===== config.mk =====
export PLATFORM = sky130hd
export DESIGN_NAME = project_spi_register_bridge
export DESIGN_NICKNAME = d
export VERILOG_FILES = /design/src/rtl/project_pwm_pkg.sv /design/src/rtl/project_sync_edge_detect.sv /design/src/rtl/project_spi_register_bridge.sv
export SDC_FILE = /design/constraint.sdc
export NUM_CORES = 1
export LEC_CHECK = 0
export CAP_MARGIN = 20
export CORE_ASPECT_RATIO = 0.75
export CORE_MARGIN = 2
export CORE_UTILIZATION = 54
export CTS_CLUSTER_SIZE = 30
export DETAILED_ROUTE_END_ITERATION = 10
export MAX_ROUTING_LAYER = met4
export PLACE_DENSITY = 0.79
export SLEW_MARGIN = 10
export SYNTH_ARGS = -nofsm -noshare
export SYNTH_HDL_FRONTEND = slang
export SYNTH_SLANG_ARGS = --single-unit

===== constraint.sdc =====
create_clock -name i_clk -period 2.54 [get_ports i_clk]
set_clock_uncertainty 0.1 [all_clocks]
set_input_delay 0.381 -clock i_clk [delete_from_list [all_inputs] [get_ports i_clk]]
set_output_delay 0.381 -clock i_clk [all_outputs]
set_load 0.01 [all_outputs]

===== src/rtl/project_pwm_pkg.sv =====
// Shared types and constants for the SPI register bridge: FSM encoding,
// command-byte layout and the write-lock key/address.
package project_pwm_pkg;

    typedef enum logic [1:0] {
        ST_IDLE,
        ST_CMD,
        ST_PREFETCH,
        ST_DATA
    } bridge_state_t;

    localparam int CMD_W_BIT   = 7;
    localparam int CMD_INC_BIT = 6;

    localparam logic [7:0] LOCK_KEY  = 8'hA5;
    localparam logic [5:0] LOCK_ADDR = 6'd63;

    function automatic logic is_lock_addr(input logic [5:0] addr);
        return addr == LOCK_ADDR;
    endfunction

    function automatic logic is_unlock_key(input logic [7:0] data);
        return data == LOCK_KEY;
    endfunction

endpackage


===== src/rtl/project_sync_edge_detect.sv =====
// Multi-flop synchronizer for one asynchronous pin, with single-cycle
// rise/fall pulses derived from the last two synchronized samples.
module project_sync_edge_detect #(
    parameter int   SYNC_STAGES = 2,
    parameter logic RESET_VAL   = 1'b0
) (
    input  logic clk,
    input  logic rst,
    input  logic din,
    output logic level,
    output logic rise,
    output logic fall
);

    logic [SYNC_STAGES-1:0] chain;
    logic                   prev;

    always_ff @(posedge clk or posedge rst) begin
        if (rst) begin
            chain <= {SYNC_STAGES{RESET_VAL}};
            prev  <= RESET_VAL;
        end else begin
            chain <= {chain[SYNC_STAGES-2:0], din};
            prev  <= chain[SYNC_STAGES-1];
        end
    end

    assign level = chain[SYNC_STAGES-1];
    assign rise  = level & ~prev;
    assign fall  = ~level & prev;

endmodule


===== src/rtl/project_spi_register_bridge.sv =====
// SPI mode-0 target driving the register-file bus (write strobe, address,
// data) and returning read data on MISO. Optional write lock: PROJECT_SPI_WRITE_LOCK_EN.
//
// state    | meaning
// IDLE     | no frame, waiting for CS_n low
// CMD      | shifting in the command byte
// PREFETCH | loading i_rdata at the current address into the MISO shifter
// DATA     | shifting data bytes in (MOSI) and out (MISO)
module project_spi_register_bridge
    import project_pwm_pkg::*;
#(
    parameter int ADDRESS_WIDTH = 6,
    parameter int SYNC_STAGES   = 2
) (
    input  logic                     i_clk,
    input  logic                     i_reset,
    input  logic                     i_sck,
    input  logic                     i_cs_n,
    input  logic                     i_mosi,
    output logic                     o_miso,
    output logic                     o_write_en,
    output logic [ADDRESS_WIDTH-1:0] o_address,
    output logic [7:0]               o_wdata,
    input  logic [7:0]               i_rdata,
    output logic                     o_busy,
    output logic                     o_frame_error
);

    logic sck_rise, sck_fall, sck_level_unused;
    logic cs_level, cs_rise_unused, cs_fall_unused;
    logic mosi_level, mosi_rise_unused, mosi_fall_unused;

    project_sync_edge_detect #(.SYNC_STAGES(SYNC_STAGES), .RESET_VAL(1'b0)) u_sync_sck (
        .clk(i_clk), .rst(i_reset), .din(i_sck),
        .level(sck_level_unused), .rise(sck_rise), .fall(sck_fall)
    );

    // CS_n idles high, so its synchronizer must come out of reset deasserted.
    project_sync_edge_detect #(.SYNC_STAGES(SYNC_STAGES), .RESET_VAL(1'b1)) u_sync_cs (
        .clk(i_clk), .rst(i_reset), .din(i_cs_n),
        .level(cs_level), .rise(cs_rise_unused), .fall(cs_fall_unused)
    );

    project_sync_edge_detect #(.SYNC_STAGES(SYNC_STAGES), .RESET_VAL(1'b0)) u_sync_mosi (
        .clk(i_clk), .rst(i_reset), .din(i_mosi),
        .level(mosi_level), .rise(mosi_rise_unused), .fall(mosi_fall_unused)
    );

    bridge_state_t state;
    logic [2:0]    bit_cnt;
    logic [7:0]    shift_in;
    logic [7:0]    shift_out;
    logic          w_flag;
    logic          inc_flag;
    logic          byte_done;
    logic [7:0]    rx_byte;
    logic          shifting;
`ifdef PROJECT_SPI_WRITE_LOCK_EN
    logic          unlocked;
`endif

    assign rx_byte  = {shift_in[6:0], mosi_level};
    assign shifting = (state == ST_CMD) || (state == ST_DATA);

    always_ff @(posedge i_clk or posedge i_reset) begin
        if (i_reset) begin
            state         <= ST_IDLE;
            bit_cnt       <= '0;
            shift_in      <= '0;
            shift_out     <= '0;
            w_flag        <= 1'b0;
            inc_flag      <= 1'b0;
            byte_done     <= 1'b0;
            o_miso        <= 1'b0;
            o_write_en    <= 1'b0;
            o_address     <= '0;
            o_wdata       <= '0;
            o_busy        <= 1'b0;
            o_frame_error <= 1'b0;
`ifdef PROJECT_SPI_WRITE_LOCK_EN
            unlocked      <= 1'b0;
`endif
        end else begin
            o_write_en    <= 1'b0;
            o_frame_error <= 1'b0;
            byte_done     <= 1'b0;

            // Auto-increment lands the cycle after the strobe, so the strobe sees a stable address.
            if (byte_done && inc_flag) begin
                o_address <= o_address + 1'b1;
            end

            if (state != ST_IDLE && cs_level) begin
                state   <= ST_IDLE;
                o_busy  <= 1'b0;
                bit_cnt <= '0;
                if (bit_cnt != 3'd0) begin
                    o_frame_error <= 1'b1;
                end
            end else begin
                if (shifting && sck_fall) begin
                    o_miso    <= shift_out[7];
                    shift_out <= {shift_out[6:0], 1'b0};
                end
                if (shifting && sck_rise) begin
                    bit_cnt  <= bit_cnt + 1'b1;
                    shift_in <= rx_byte;
                end

                case (state)
                    ST_IDLE: begin
                        if (!cs_level) begin
                            state     <= ST_CMD;
                            o_busy    <= 1'b1;
                            bit_cnt   <= '0;
                            shift_in  <= '0;
                            shift_out <= '0;
                            o_miso    <= 1'b0;
                        end
                    end
                    ST_CMD: begin
                        if (sck_rise && bit_cnt == 3'd7) begin
                            o_address <= ADDRESS_WIDTH'(rx_byte[5:0]);
                            w_flag    <= rx_byte[CMD_W_BIT];
                            inc_flag  <= rx_byte[CMD_INC_BIT];
                            state     <= rx_byte[CMD_W_BIT] ? ST_DATA : ST_PREFETCH;
                        end
                    end
                    ST_PREFETCH: begin
                        // Wait out a pending increment so i_rdata reflects the new address.
                        if (!byte_done) begin
                            shift_out <= i_rdata;
                            state     <= ST_DATA;
                        end
                    end
                    ST_DATA: begin
                        if (sck_rise && bit_cnt == 3'd7) begin
                            byte_done <= 1'b1;
                            if (w_flag) begin
                                o_wdata <= rx_byte;
`ifdef PROJECT_SPI_WRITE_LOCK_EN
                                if (is_lock_addr(o_address)) begin
                                    unlocked <= is_unlock_key(rx_byte);
                                end else begin
                                    o_write_en <= unlocked;
                                end
`else
                                o_write_en <= 1'b1;
`endif
                            end else begin
                                state <= ST_PREFETCH;
                            end
                        end
                    end
                    default: state <= ST_IDLE;
                endcase
            end
        end
    end

endmodule


==> metrics.yaml <==
status: "finished, final reports clean"
setup_viol_count_final: 0
drv_slew: 0
finalNonFillerCells: 289
clk_latency_ps: 300
rrSetupSlack_ps: 290
gp_congestion: 0.8336
r2r_cells: 6
syn_nets: 220
io_buffers: 30
timing.fmax_ghz: 0.4451
ys_ff_latch: 48
area_growth_syn_to_layout_pct: 19.66
p_leak_nw: 1.280
async_flop_share_pct: 100.0
cts.clk_slew.worst_paths_ps: 90
vias: 1627
cts.htree.levels: 2
ys_top_cells_by_area: "dfrtp_1, nand4bb_1, ha_1"
ys.flop_type: "dfrtp_1"
ant_nets: 0
holdWs_ps: 251.3
fin_crit_sh_pct: 88.45
synth_common_cells: "dfrtp_1, a21oi_1, nand2_1, inv_1, nand4bb_1"
irDropWorstVdd_mv: 0.4615
grt_pass1_vias: 1575
cp-end-kind: "flop"
start_util_pct: 56.77
drt_iter0_markers: 111
cts_root_buf: "clkbuf_8"
finalSetupTns_ps: 0
synth_top_cell_by_area: "dfrtp_1"
cp.required_ps: 2630
synth_top_area_share_pct: 49.41
syn_area_um2: 2330
die-area_um2: 4861
dp_hpwl_mm: 3.119
cts.sinks: 48
avgSynthCellArea_um2: 11.65
grt_start_max_net_pins: 22
rsz0062_at_grt: "no"
yosysMostFrequentCell: "dfrtp_1"
path_class: "flop to flop"
path_max_fanout: 20
drc_errors: 0
diodes: 0
finalHoldViolCount: 0
period_needed_ps: 2247
drive_above_1_share_pct: 13.25
crit-reg2reg-launch: "state[1]"
hold_path.class: "primary input to async pin"
p_per_area_nw_per_um2: 736.6
postSynthCellCount: 200
dr.pass1.iters: 4
synth_edf_count: 0
seq_area_frac_synth_pct: 51.66
arrival_ps: 2330
cts_buffers: 5
dieHeight_um: 60.89
cts_tree: "done"
post_drt_wl_per_cell_um: 15.49
maxSlewHeadroom_pct: 65.91
yosys_warnings: 0
cap_violations: 0
cp-start-kind: "flop"
worst_pin_slew_ps: 508.7
io-pin-count: 31
totalWireLength_mm: 4.477
core_area_um2: 4104
vias_per_cell: 5.630
worstReg2RegEnd: "o_wdata[7]"
die_w_um: 79.85
post_cts.repair.setup_buffers: 0
grt_usage_pct: 21.25
synth.distinct_cells: 49
grt_pass1_wl_mm: 7.534
cts.hold.buffers_added: 0
post_cts_resized: 0
dp.cells: 281
grt-ovfl-total: 0
clockBufferDepth: 2
rows: 20
antenna_found_initial: 0
nNetsFinal: 253
-- area by class of cell --
type                    instances  area [um2]
fillers                       319        1316
multi-input cells             130        1025
repair buffers                 37       352.8
well taps                      55       68.82
flip-flops and latches         48        1204
clock buffers                   6       82.58
clock inverters                 2       13.76
inverters                      11       41.29
-- cells in the final DEF (no fill, tap or decap), types with 2 or more instances in the layout --
| master | count |
|---|---|
| ha_1 | 7 |
| o22a_1 | 8 |
| a31oi_1 | 2 |
| clkbuf_8 | 6 |
| mux2_1 | 5 |
| dfrtp_1 | 46 |
| buf_4 | 7 |
| nand4bb_1 | 9 |
| nand2_1 | 17 |
| mux2i_1 | 5 |
| and3b_1 | 2 |
| nand3_1 | 2 |
| nand3b_1 | 2 |
| clkdlybuf4s50_1 | 30 |
| a21oi_1 | 17 |
| mux2_4 | 5 |
| inv_2 | 2 |
| nor2_1 | 5 |
| mux2_2 | 4 |
| xnor2_1 | 3 |
| or3_1 | 3 |
| a21boi_0 | 7 |
| o21ai_0 | 4 |
| nor4_1 | 2 |
| dfstp_2 | 2 |
| inv_1 | 9 |
-- report_power, final --
group | internal (mW) | leakage (nW) | switching (mW)
Combinational | 0.278 | 0.601 | 0.304
Clock | 0.223 | 0.0516 | 0.258
Sequential | 0.900 | 0.628 | 0.0911
Total | 1.40 | 1.28 | 0.653
-- stage by stage --
step	utilization, %	setup WS, ps	cell area (um2)	total power, mW
finish	67.93	293.4	2788	2.053
global route	67.93	213.4	2788	2.177
CTS	67.93	286.1	2788	2.065
detailed placement	65.58	300.7	2691	1.585
global placement	65.58	395.9	2691	1.574
floorplan	-	296.0	2330	1.408
-- critical path: stages, from the launching register on --
cell	delay (ps)
dfrtp_1	390
or2_1	300
ha_1	210
buf_4	200
and4bb_1	350
nand4_4	210
mux2_1	360
-- layer usage --
layer  GRT usage, %  share of wire, %
met3          4.911               3.4
met5              -                 0
met2          30.13                44
met4          7.264               1.2
met1          30.33                52
-- registers in the layout (all words and copies together) (netlist names) --
name	cells
state	2
u_sync_cs.chain	2
inc_flag	1
u_sync_sck.chain	2
o_address	6
byte_done	1
o_write_en	1
shift_in	7
w_flag	1
o_frame_error	1
shift_out	8
o_busy	1
u_sync_mosi.chain	2
o_miso	1
bit_cnt	3
u_sync_sck.prev	1
o_wdata	8
-- how the worst max path moves through the flow --
stage / startpoint / end / depth (start not counted)
global route: state[1] / o_wdata[6] / 6
finish: state[1] / o_wdata[7] / 6
floorplan: state[0] / inc_flag / 8
global placement: state[1] / o_wdata[7] / 6
CTS: state[1] / o_wdata[0] / 6
detailed placement: state[1] / o_wdata[0] / 6
-- cell families (layout without fill, tap and decap cells) --
kind of cell,count (synthesis),count (layout),synth area share [%]
XOR/XNOR,3,3,1.128
AND/OR/NAND/NOR,54,54,15.74
AO/OA/AOI/OAI,47,47,13.64
buffers and inverters,22,56,4.350
adder cells (fa/ha/maj),7,7,3.759
flip-flops,48,48,51.66
multiplexers,19,19,9.720
Power figures use the tool's default switching activity.
